[config.mk]
export PLATFORM = sky130hd
export DESIGN_NAME = cpu_trace_monitor
export DESIGN_NICKNAME = d
export VERILOG_FILES = /design/src/rtl/cpu_trace_monitor.sv
export SDC_FILE = /design/constraint.sdc
export NUM_CORES = 1
export LEC_CHECK = 0
export CORE_MARGIN = 2
export CORE_UTILIZATION = 59
export CTS_BUF_LIST = sky130_fd_sc_hd__clkbuf_8 sky130_fd_sc_hd__clkbuf_16
export CTS_CLUSTER_DIAMETER = 200
export DETAILED_ROUTE_END_ITERATION = 7
export HOLD_SLACK_MARGIN = 0.03
export PLACE_DENSITY = 0.87
export SLEW_MARGIN = 40
export SYNTH_ARGS = -nofsm -noshare
export SYNTH_HDL_FRONTEND = slang
export SYNTH_SLANG_ARGS = --single-unit
[constraint.sdc]
create_clock -name clk -period 8.7 [get_ports clk]
set_input_delay 0.87 -clock clk [delete_from_list [all_inputs] [get_ports clk]]
set_output_delay 0.87 -clock clk [all_outputs]
set_load 0.005 [all_outputs]
[src/rtl/cpu_trace_monitor.sv]
`timescale 1ns/1ps
`default_nettype none
// +--------------------------------------------------------------------------+
// | cpu_trace_monitor: commit-trace FIFO, halt/timeout detection and a       |
// | post-halt register-file dump walk.                                       |
// | Revision: 1.0                                                            |
// +--------------------------------------------------------------------------+
module cpu_trace_monitor #(
    parameter int          DEPTH      = 16,
    parameter int          WRAP       = 1,
    parameter logic [31:0] HALT_PC    = 32'h000000ff,
    parameter int          MAX_CYCLES = 1000,
    parameter int          NREG       = 32
) (
    input  logic                     clk,
    input  logic                     rstn,
    input  logic                     commit,
    input  logic [31:0]              pc,
    input  logic [31:0]              instr,
    output logic [4:0]               reg_sel,
    input  logic [31:0]              reg_data,
    input  logic                     rd_en,
    output logic                     rd_valid,
    output logic [31:0]              rd_pc,
    output logic [31:0]              rd_instr,
    output logic [$clog2(DEPTH):0]   count,
    output logic                     overflow,
    output logic                     halted,
    output logic [1:0]               halt_cause,
    output logic [31:0]              cycle_cnt,
    output logic                     dump_valid,
    output logic [4:0]               dump_idx,
    output logic [31:0]              dump_data,
    output logic                     dump_done
);

    localparam int          AW           = $clog2(DEPTH);
    localparam logic [AW:0] FULL_CNT     = (AW+1)'(DEPTH);
    localparam logic [4:0]  LAST_REG     = 5'(NREG - 1);
    localparam logic [31:0] TIMEOUT_LAST = 32'(MAX_CYCLES - 1);
    localparam bit          TIMEOUT_EN   = (MAX_CYCLES != 0);

    typedef enum logic [1:0] {
        S_RUN  = 2'd0,
        S_DUMP = 2'd1,
        S_DONE = 2'd2
    } state_t;

    state_t        state_q;
    logic [AW-1:0] head_q, head_d;
    logic [AW-1:0] tail_q, tail_d;
    logic [AW:0]   count_q, count_d;
    logic          overflow_q, overflow_d;
    logic          halted_q;
    logic [1:0]    halt_cause_q;
    logic [31:0]   cycle_cnt_q;
    logic [4:0]    reg_sel_q;
    logic          dump_valid_q;
    logic [4:0]    dump_idx_q;
    logic [31:0]   dump_data_q;
    logic          dump_done_q;
    logic [63:0]   mem_q [DEPTH];

    logic w_push, w_pop, w_full, w_wr_en;

    always_comb begin
        w_full     = (count_q == FULL_CNT);
        w_push     = (state_q == S_RUN) && commit;
        w_pop      = rd_en && (count_q != '0);
        head_d     = head_q;
        tail_d     = tail_q;
        count_d    = count_q;
        overflow_d = overflow_q;
        w_wr_en    = 1'b0;
        // A concurrent pop frees the slot the push lands in, so no loss even when full.
        if (w_push && w_pop) begin
            w_wr_en = 1'b1;
            tail_d  = tail_q + 1'b1;
            head_d  = head_q + 1'b1;
        end else if (w_push && !w_full) begin
            w_wr_en = 1'b1;
            tail_d  = tail_q + 1'b1;
            count_d = count_q + 1'b1;
        end else if (w_push) begin
            overflow_d = 1'b1;
            if (WRAP != 0) begin
                w_wr_en = 1'b1;
                tail_d  = tail_q + 1'b1;
                head_d  = head_q + 1'b1;
            end
        end else if (w_pop) begin
            head_d  = head_q + 1'b1;
            count_d = count_q - 1'b1;
        end
    end

    always_ff @(posedge clk) begin
        if (w_wr_en) begin
            mem_q[tail_q] <= {pc, instr};
        end
    end

    always_ff @(posedge clk or negedge rstn) begin
        if (!rstn) begin
            state_q      <= S_RUN;
            head_q       <= '0;
            tail_q       <= '0;
            count_q      <= '0;
            overflow_q   <= 1'b0;
            halted_q     <= 1'b0;
            halt_cause_q <= 2'b00;
            cycle_cnt_q  <= '0;
            reg_sel_q    <= '0;
            dump_valid_q <= 1'b0;
            dump_idx_q   <= '0;
            dump_data_q  <= '0;
            dump_done_q  <= 1'b0;
        end else begin
            head_q     <= head_d;
            tail_q     <= tail_d;
            count_q    <= count_d;
            overflow_q <= overflow_d;
            case (state_q)
                S_RUN: begin
                    cycle_cnt_q <= cycle_cnt_q + 1'b1;
                    if (commit && (pc == HALT_PC)) begin
                        state_q      <= S_DUMP;
                        halted_q     <= 1'b1;
                        halt_cause_q <= 2'b01;
                    end else if (TIMEOUT_EN && (cycle_cnt_q == TIMEOUT_LAST)) begin
                        state_q      <= S_DUMP;
                        halted_q     <= 1'b1;
                        halt_cause_q <= 2'b10;
                    end
                end
                S_DUMP: begin
                    // Register 0 reads as zero regardless of the file's output.
                    dump_idx_q   <= reg_sel_q;
                    dump_data_q  <= (reg_sel_q == 5'd0) ? 32'd0 : reg_data;
                    dump_valid_q <= 1'b1;
                    if (reg_sel_q == LAST_REG) begin
                        state_q   <= S_DONE;
                        reg_sel_q <= '0;
                    end else begin
                        reg_sel_q <= reg_sel_q + 1'b1;
                    end
                end
                S_DONE: begin
                    dump_valid_q <= 1'b0;
                    dump_done_q  <= 1'b1;
                end
                default: state_q <= S_RUN;
            endcase
        end
    end

    assign reg_sel    = reg_sel_q;
    assign rd_valid   = (count_q != '0);
    assign rd_pc      = mem_q[head_q][63:32];
    assign rd_instr   = mem_q[head_q][31:0];
    assign count      = count_q;
    assign overflow   = overflow_q;
    assign halted     = halted_q;
    assign halt_cause = halt_cause_q;
    assign cycle_cnt  = cycle_cnt_q;
    assign dump_valid = dump_valid_q;
    assign dump_idx   = dump_idx_q;
    assign dump_data  = dump_data_q;
    assign dump_done  = dump_done_q;

endmodule
`default_nettype wire
==> results of run 1 <==
## critical path, delay by kind of cell, from the launching register on
family / cells / cell delay (ns)
flip-flops: 1 / 0.72
buffers and inverters: 4 / 1.91
multiplexers: 2 / 1.18
## cells in the mapped netlist (2+ instances only)
cell type  number  area (um2)
edfxtp_1     1024       30750
mux4_2        312        7027
dfrtp_1        95        2377
nand2_1        60       225.2
inv_1          45       168.9
clkbuf_1       40       150.1
o21ai_0        40       200.2
xnor2_1        28       245.2
buf_6          25       281.5
nor2_1         24       90.09
nand4_1        17       106.4
ha_1           16       200.2
xor2_1         14       122.6
buf_2          10       50.05
buf_1           9       33.78
mux2_2          9       101.4
mux4_1          8       210.2
nor3_1          8       40.04
nor4_1          8       50.05
nand3_1         7       35.03
a21oi_1         6       30.03
and3_1          6       37.54
nand2b_1        6       37.54
a21o_1          3       22.52
and4_1          3       26.28
nor4_2          3       37.54
and2_1          2       12.51
mux2_1          2       22.52
mux2i_1         2       20.02
nor4b_1         2       17.52
o211ai_1        2       15.01
or3_1           2       12.51
## worst paths after layout
path / from / end / slack (ns)
max in group asynchronous: rstn / head_q[0] / 7.63
setup / recovery: head_q[0] / rd_instr[26] / 3.18
setup reg to reg: state_q[0] / mem_q[8][61] / 4.99
hold reg to reg: overflow / overflow / 0.47
hold / removal: rstn / cycle_cnt[12] / 0.08
min in group clk: overflow / overflow / 0.47
## per-stage QoR
step	utilization, %	total power, mW
after floorplan	-	8.487
after global placement	64.79	9.637
after detailed placement	65.01	9.764
after CTS	69.84	14.43
after global routing	69.90	14.76
final	69.91	14.35
## logic make-up after synthesis
group,share of synthesized area [%]
DFF,77.20
adders and majority gates,0.5132
buffers and inverters,1.642
xor gates and xnor gates,0.8573
muxes,17.20
AOI/OAI and AO/OA,0.7756
and+or+nand+nor,1.808
## registers in the layout, indices dropped and copies added (netlist names)
name        flops
mem_q        1024
cycle_cnt      32
dump_data      32
count           5
dump_idx        5
reg_sel         5
head_q          4
tail_q          4
halt_cause      2
state_q         2
dump_done       1
dump_valid      1
halted          1
overflow        1
## cell type report
type	count	area, um2
flip-flops and latches	1119	33140
fillers	3890	21580
multi-input cells	604	9195
repair buffers	292	2978
clock buffers	110	2730
well taps	950	1189
clock inverters	85	734.5
inverters	45	168.9
diodes	5	12.51
## power by group
group	total [mW]	internal, mW	switching, mW
Combinational	3.66	2.10	1.56
Clock	4.64	2.58	2.06
Sequential	6.06	5.89	0.162
Total	14.4	10.6	3.78
## metal layers
layer  track usage, %  wire length (um)
met3            7.518             12120
met4            9.994              3346
met5                0                93
met1            38.66             37470
met2            49.41             55580
==> results.sh, run 1 <==
export IMPL_final_cell_mix="edfxtp_1, mux4_2, clkdlybuf4s50_1, clkbuf_16, dfrtp_1"
export IMPL_max_freq_mhz=181.3
export IMPL_slew_limit_headroom_pct=40.28
export IMPL_firstDrtPassIters=5
export IMPL_drt_iter0_drc=2752
export IMPL_htree_levels=3
export IMPL_dpl_cell_area_um2=46630
export IMPL_rsz0062_at_grt="false"
export IMPL_crit_chain="buf_12 > buf_12 > buf_16 > mux4_2 > mux4_2 > clkdlybuf4s50_1"
export IMPL_clk_pin_slew_worst_paths_ns=0.06
export IMPL_drt_wl_total_um=108600
export IMPL_netlist_cell_type_count=47
export IMPL_timing_hold_ws_ns=0.07898
export IMPL_clock_sinks=1119
export IMPL_setup_viol=0
export IMPL_via_per_inst=6.707
export IMPL_tightestPinTransition_ns=0.8958
export IMPL_rr_worst_depth=9
export IMPL_syn_cell_area_um2=42910
export IMPL_slew_violations=0
export IMPL_hp_class="primary input to async pin"
export IMPL_place_ws_ns=3.827
export IMPL_clk_path_buf_depth=3
export IMPL_drv_cap=0
export IMPL_routedWlPerCell_um=33.84
export IMPL_finalHoldViolCount=0
export IMPL_grt_pass1_vias=22737
export IMPL_min_period_over_period_pct=63.41
export IMPL_post_cts_setup_buffers=0
export IMPL_worst_slack_ns=3.183
export IMPL_worstPathMaxFanout=75
export IMPL_start_util_pct=59.82
export IMPL_cp_data_required_time_ns=7.83
export IMPL_yosysWarnings=0
export IMPL_vias=21529
export IMPL_grt_pass1_wl_um=158200
export IMPL_drive_gt1_share_pct=24.30
export IMPL_postCtsHoldBufs=0
export IMPL_clock_latency_ns=0.68
export IMPL_ys_flop_type="edfxtp_1"
export IMPL_ant_nets=0
export IMPL_worstSetupPathType="register to primary output"
export IMPL_dp_hpwl_um=53590
export IMPL_final_common_cell="edfxtp_1"
export IMPL_antenna_found_initial=11
export IMPL_ys_async_sr_fraction_pct=8.490
export IMPL_io_pins=250
export IMPL_worst_setup_path_start_kind="register"
export IMPL_fp_dieArea_um2=74900
export IMPL_skew_ns=0.02366
export IMPL_grt_ovfl_total=0
export IMPL_power_density_nw_per_um2=286.2
export IMPL_remaining_drc_errors=0
export IMPL_syn_area_per_cell_um2=23.16
export IMPL_cts_made_buffers=107
export IMPL_synth_edf_count=1024
export IMPL_slowest_stage="dfrtp_4"
export IMPL_ys_ff_latch=1119
export IMPL_worstPathArrival_ns=4.65
export IMPL_place_congestion=0.8506
export IMPL_syn_nets=1970
export IMPL_ctsResizeCount=0
export IMPL_worstSetupEndpointType="primary output"
export IMPL_die_w_um=273.7
export IMPL_design_core_area_um2=71730
export IMPL_ys_seq_area_share_pct=77.20
export IMPL_outcome="finished clean"
export IMPL_nNetsFinal=2286
export IMPL_grt_max_degree=93
export IMPL_syn_inst=1853
export IMPL_leakagePower_nw=16.43
export IMPL_ir_drop_mv=0.2548
export IMPL_fin_area_um2=50150
export IMPL_layout_min_cycle_time_ns=5.517
export IMPL_layout_cells_non_filler=3210
export IMPL_slowest_delay_ns=0.72
export IMPL_portBuffers=249
export IMPL_area_delta_synth_final_pct=16.87
export IMPL_grt_use_total_pct=29.66
export IMPL_dpl_cell_count=3008
export IMPL_core_rowCount=98
export IMPL_timing_setup_tns_ns=0
export IMPL_cts_root_buf="clkbuf_16"
export IMPL_cts_tree="yes"
export IMPL_dieHeight_um=273.7
No activity file was read; power rests on OpenSTA's default activity.
==> run 2: changes to the inputs <==
==> constraint.sdc (replaced) <==
create_clock -name clk -period 5.19 [get_ports clk]
set_input_delay 0.519 -clock clk [delete_from_list [all_inputs] [get_ports clk]]
set_output_delay 0.519 -clock clk [all_outputs]
set_load 0.005 [all_outputs]
==> run 2 against run 1 <==
Against the previous run: clock power up 69%; non-clock buffer count up 3; global-route usage up 0.65 points; largest cell class unchanged.
==> results.sh, run 2 (synthesis results as in run 1) <==
export IMPL_timing_setup_tns_ns=0
export IMPL_clk_pin_slew_worst_paths_ns=0.06
export IMPL_leakagePower_nw=16.49
export IMPL_ir_drop_mv=0.3372
export IMPL_post_cts_setup_buffers=0
export IMPL_cts_made_buffers=108
export IMPL_drv_cap=0
export IMPL_drive_gt1_share_pct=24.13
export IMPL_postCtsHoldBufs=1
export IMPL_via_per_inst=6.757
export IMPL_fin_area_um2=50440
export IMPL_grt_pass1_vias=22737
export IMPL_final_common_cell="edfxtp_1"
export IMPL_nNetsFinal=2290
export IMPL_start_util_pct=59.82
export IMPL_tightestPinTransition_ns=0.7787
export IMPL_die_w_um=273.7
export IMPL_outcome="finished clean"
export IMPL_place_congestion=0.8455
export IMPL_r2r_end="mem_q[2][48]"
export IMPL_vias=21751
export IMPL_largest_register_ffs=1024
export IMPL_r2r_start="state_q[1]"
export IMPL_final_cell_mix="edfxtp_1, mux4_2, clkdlybuf4s50_1, clkbuf_16, dfrtp_1"
export IMPL_remaining_drc_errors=0
export IMPL_area_delta_synth_final_pct=17.55
export IMPL_hp_class="primary input to async pin"
export IMPL_grt_use_total_pct=30.31
export IMPL_portBuffers=249
export IMPL_cts_tree="yes"
export IMPL_drt_wl_total_um=110800
export IMPL_worstPathArrival_ns=3.74
export IMPL_grt_ovfl_total=0
export IMPL_fp_dieArea_um2=74900
export IMPL_core_rowCount=98
export IMPL_worstSetupPathType="register to primary output"
export IMPL_io_pins=250
export IMPL_cts_root_buf="clkbuf_16"
export IMPL_grt_max_degree=78
export IMPL_skew_ns=0.02386
export IMPL_layout_min_cycle_time_ns=4.255
export IMPL_worst_setup_path_start_kind="register"
export IMPL_slew_limit_headroom_pct=47.92
export IMPL_rr_worst_depth=6
export IMPL_rsz0062_at_grt="false"
export IMPL_dpl_cell_area_um2=46910
export IMPL_dp_hpwl_um=53500
export IMPL_fill_cells=3851
export IMPL_largest_register="mem_q"
export IMPL_finalHoldViolCount=0
export IMPL_timing_hold_ws_ns=0.3337
export IMPL_htree_levels=3
export IMPL_grt_pass1_wl_um=160800
export IMPL_worstSetupEndpointType="primary output"
export IMPL_dpl_cell_count=3012
export IMPL_design_core_area_um2=71730
export IMPL_dieHeight_um=273.7
export IMPL_firstDrtPassIters=5
export IMPL_cp_data_required_time_ns=4.67
export IMPL_final_core_util_pct=70.31
export IMPL_clock_sinks=1119
export IMPL_layout_cells_non_filler=3219
export IMPL_min_period_over_period_pct=81.99
export IMPL_ant_nets=0
export IMPL_worstPathMaxFanout=54
export IMPL_drt_iter0_drc=2991
export IMPL_r2r_slack_ns=1.97
export IMPL_ctsResizeCount=0
export IMPL_clock_latency_ns=0.68
export IMPL_slew_violations=0
export IMPL_setup_viol=0
export IMPL_max_freq_mhz=235.0
export IMPL_antenna_found_initial=19
export IMPL_clk_path_buf_depth=3
export IMPL_routedWlPerCell_um=34.42
export IMPL_power_density_nw_per_um2=481.0
## run 2: cell types whose count changed in the layout (fill, tap and decap cells not counted), sizes merged
cell	change
clkbuf	+1
dlygate4sd3	+1
clkinv	+1
inv	+4
clkinvlp	-1
diode	+1
buf	+2
## run 2: worst max path at each step
stage	slack, ns	to	from	cells past startpoint
floorplan	0.68	mem_q[7][0]	state_q[0]	6
global placement	1.64	rd_pc[16]	head_q[0]	4
detailed placement	1.62	rd_pc[16]	head_q[0]	4
CTS	0.88	rd_pc[31]	head_q[0]	4
global route	0.79	rd_pc[16]	head_q[0]	4
finish	0.93	rd_pc[31]	head_q[0]	4
## run 2: per-stage QoR
step,power [mW],setup slack [ns]
6_report,24.26,0.9345
2_1_floorplan,14.23,0.6848
4_1_cts,24.41,0.8810
5_1_grt,24.94,0.7903
3_5_place_dp,16.47,1.619
3_3_place_gp,16.24,1.639
## run 2: worst max-delay path: stages (launching register included)
cell,delay [ns]
dfrtp_4,0.87
buf_12,0.46
mux4_1,0.64
mux4_2,0.52
clkdlybuf4s50_1,0.53
## run 2: power breakdown
group | internal [mW] | total [mW] | switching (mW)
Combinational | 3.58 | 6.22 | 2.64
Clock | 4.38 | 7.86 | 3.48
Sequential | 9.88 | 10.2 | 0.305
Total | 17.8 | 24.3 | 6.43
## run 2: cell type report
type	count	area (um2)	area share, %
Sequential cell	1119	33140	65.71
Antenna cell	6	15.01	0.02977
Inverter	45	168.9	0.3349
Tap cell	950	1189	2.357
Timing Repair Buffer	295	3206	6.356
Multi-Input combinational cell	604	9214	18.27
Clock buffer	111	2766	5.485
Clock inverter	89	737.0	1.461
## run 2: routing by layer
metal	wire length, um	share of wire (%)	up-vias	GRT usage (%)
li1	-	-	8411	-
met1	38250	35	11331	40.09
met4	3958	3.6	22	11.92
met3	12550	11	241	7.035
met2	55910	50	1746	49.58
met5	129	0.12	-	0
==> run 3: changes to the inputs <==
--- a/config.mk
+++ b/config.mk
@@ -6,12 +6,12 @@
 export NUM_CORES = 1
 export LEC_CHECK = 0
 export CORE_MARGIN = 2
-export CORE_UTILIZATION = 59
+export CORE_UTILIZATION = 53
 export CTS_BUF_LIST = sky130_fd_sc_hd__clkbuf_8 sky130_fd_sc_hd__clkbuf_16
 export CTS_CLUSTER_DIAMETER = 200
 export DETAILED_ROUTE_END_ITERATION = 7
 export HOLD_SLACK_MARGIN = 0.03
-export PLACE_DENSITY = 0.87
+export PLACE_DENSITY = 0.83
 export SLEW_MARGIN = 40
 export SYNTH_ARGS = -nofsm -noshare
 export SYNTH_HDL_FRONTEND = slang
==> constraint.sdc (replaced) <==
create_clock -name clk -period 3.7 [get_ports clk]
set_input_delay 0.37 -clock clk [delete_from_list [all_inputs] [get_ports clk]]
set_output_delay 0.37 -clock clk [all_outputs]
set_load 0.005 [all_outputs]
==> run 3 against run 2 <==
Against the previous run: non-clock buffer count increased by 54; die area increased by 11%; clock skew increased by 0.036 ns; sequential share of layout area decreased by 0.76 points; via count decreased by 2.7%; final area increased by 1.2%; sequential power increased by 37%; global-route usage decreased by 4.8 points; utilization decreased by 6.8 points; critical path type unchanged; critical endpoint is now rd_instr[28].
==> results.sh, run 3 (synthesis results as in run 1) <==
export IMPL_setup_viol=0
export IMPL_finalHoldViolCount=0
export IMPL_cts_tree="yes"
export IMPL_grt_ovfl_total=0
export IMPL_vias=21173
export IMPL_rsz0062_at_grt="false"
export IMPL_ant_nets=0
export IMPL_skew_ns=0.06013
export IMPL_drt_iter0_drc=2632
export IMPL_max_freq_mhz=277.0
export IMPL_timing_hold_ws_ns=0.1455
export IMPL_grt_pass1_vias=22300
export IMPL_largest_register_ffs=1024
export IMPL_outcome="finished clean"
export IMPL_min_period_over_period_pct=97.58
export IMPL_timing_setup_tns_ns=0
export IMPL_clock_sinks=1119
export IMPL_cts_made_buffers=106
export IMPL_remaining_drc_errors=0
export IMPL_slew_limit_headroom_pct=42.79
export IMPL_area_delta_synth_final_pct=18.93
export IMPL_worst_setup_path_start_kind="register"
export IMPL_leakagePower_nw=16.76
export IMPL_fp_dieArea_um2=83250
export IMPL_grt_max_degree=74
export IMPL_dpl_cell_count=3156
export IMPL_cts_root_buf="clkbuf_16"
export IMPL_start_util_pct=53.44
export IMPL_routedWlPerCell_um=31.02
export IMPL_drt_wl_total_um=104800
export IMPL_total_power_mw=33.72
export IMPL_io_pins=250
export IMPL_dieHeight_um=288.5
export IMPL_die_w_um=288.5
export IMPL_worstPathMaxFanout=12
export IMPL_firstDrtPassIters=6
export IMPL_layout_cells_non_filler=3377
export IMPL_drv_cap=0
export IMPL_clk_pin_slew_worst_paths_ns=0.06
export IMPL_cp_data_required_time_ns=3.33
export IMPL_core_rowCount=104
export IMPL_design_core_area_um2=80290
export IMPL_dp_hpwl_um=53880
export IMPL_grt_use_total_pct=25.50
export IMPL_final_cell_mix="edfxtp_1, mux4_2, clkdlybuf4s50_1, clkbuf_16, dfrtp_1"
export IMPL_antenna_found_initial=14
export IMPL_fill_cells=4935
export IMPL_htree_levels=3
export IMPL_clock_latency_ns=0.72
export IMPL_worstSetupPathType="register to primary output"
export IMPL_clk_path_buf_depth=3
export IMPL_place_congestion=0.8653
export IMPL_final_common_cell="edfxtp_1"
export IMPL_largest_register="mem_q"
export IMPL_power_density_nw_per_um2=660.7
export IMPL_fin_area_um2=51030
export IMPL_ir_drop_mv=0.4600
export IMPL_via_per_inst=6.270
export IMPL_layout_min_cycle_time_ns=3.610
export IMPL_portBuffers=249
export IMPL_drive_gt1_share_pct=25.56
export IMPL_tightestPinTransition_ns=0.8562
export IMPL_nNetsFinal=2342
export IMPL_grt_pass1_wl_um=151800
export IMPL_worstPathArrival_ns=3.24
export IMPL_dpl_cell_area_um2=47480
export IMPL_hp_class="primary input to async pin"
export IMPL_worstSetupEndpointType="primary output"
export IMPL_slew_violations=0
[run 3: cell types whose count changed in the layout (fill, tap and decap cells not counted), sizes merged, moves of 2 or more]
cell,delta
clkdlybuf4s50,-4
clkinv,+3
inv,+4
buf,+52
bufinv,-8
clkbuf,-2
dlygate4sd2,+3
[run 3: per-layer routing]
layer / part of all wire (%) / up-vias / GRT usage, %
li1: - / 8521 / -
met1: 36 / 11087 / 33.31
met3: 11 / 194 / 6.682
met2: 51 / 1353 / 42.41
met5: 0.11 / - / 0
met4: 2.5 / 18 / 7.927
[run 3: metrics by stage]
step                      setup slack (ns)  utilization [%]
after floorplan                    -0.8052                -
after CTS                          0.02253            63.44
after detailed placement            0.5178            59.14
final                              0.08951            63.56
after global placement              0.6238            59.14
after global routing               0.01226            63.55
[run 3: cell type report]
| type | instances | area, um2 | share of cell area, % |
|---|---|---|---|
| sequential | 1119 | 33140 | 64.95 |
| multi-input combinational | 604 | 9214 | 18.06 |
| timing repair buffer | 349 | 3900 | 7.643 |
| clock buffer | 108 | 2691 | 5.274 |
| tap | 1060 | 1326 | 2.599 |
| clock inverter | 87 | 575.6 | 1.128 |
| inverter | 45 | 168.9 | 0.3310 |
| antenna | 5 | 12.51 | 0.02452 |
[run 3: timing repair]
| action | in CTS | in global routing |
|---|---|---|
| setup buffers | 10 | 7 |
| endpoints found under the hold margin | 28 | 0 |
| endpoints found under the setup margin | 49 | 18 |
| cloned | 2 | 1 |
| hold buffers | 1 | 0 |
| gates resized for setup | 12 | 2 |
[run 3: final timing paths]
path	start	to	slack (ns)	cells past startpoint
worst max-delay path	head_q[0]	rd_instr[28]	0.09	5
worst min-delay path	rstn	cycle_cnt[31]	0.15	2
worst max register to register	state_q[1]	mem_q[12][3]	0.96	7
worst min register to register	dump_done	dump_done	0.47	1
max in group asynchronous	rstn	reg_sel[2]	2.69	3
min in group clk	reg_data[6]	dump_data[6]	0.24	3
[run 3: report_power, final]
| group | switching [mW] | internal (mW) |
|---|---|---|
| sequential | 0.184 | 13.9 |
| clock | 4.77 | 5.46 |
| combinational | 4.01 | 5.43 |
[run 3: critical path: stages, from the launching register on]
cell and delay [ns]:
dfrtp_4 0.52, buf_12 0.18, bufbuf_16 0.32, mux4_2 0.56
mux4_2 0.51, clkdlybuf4s50_1 0.47
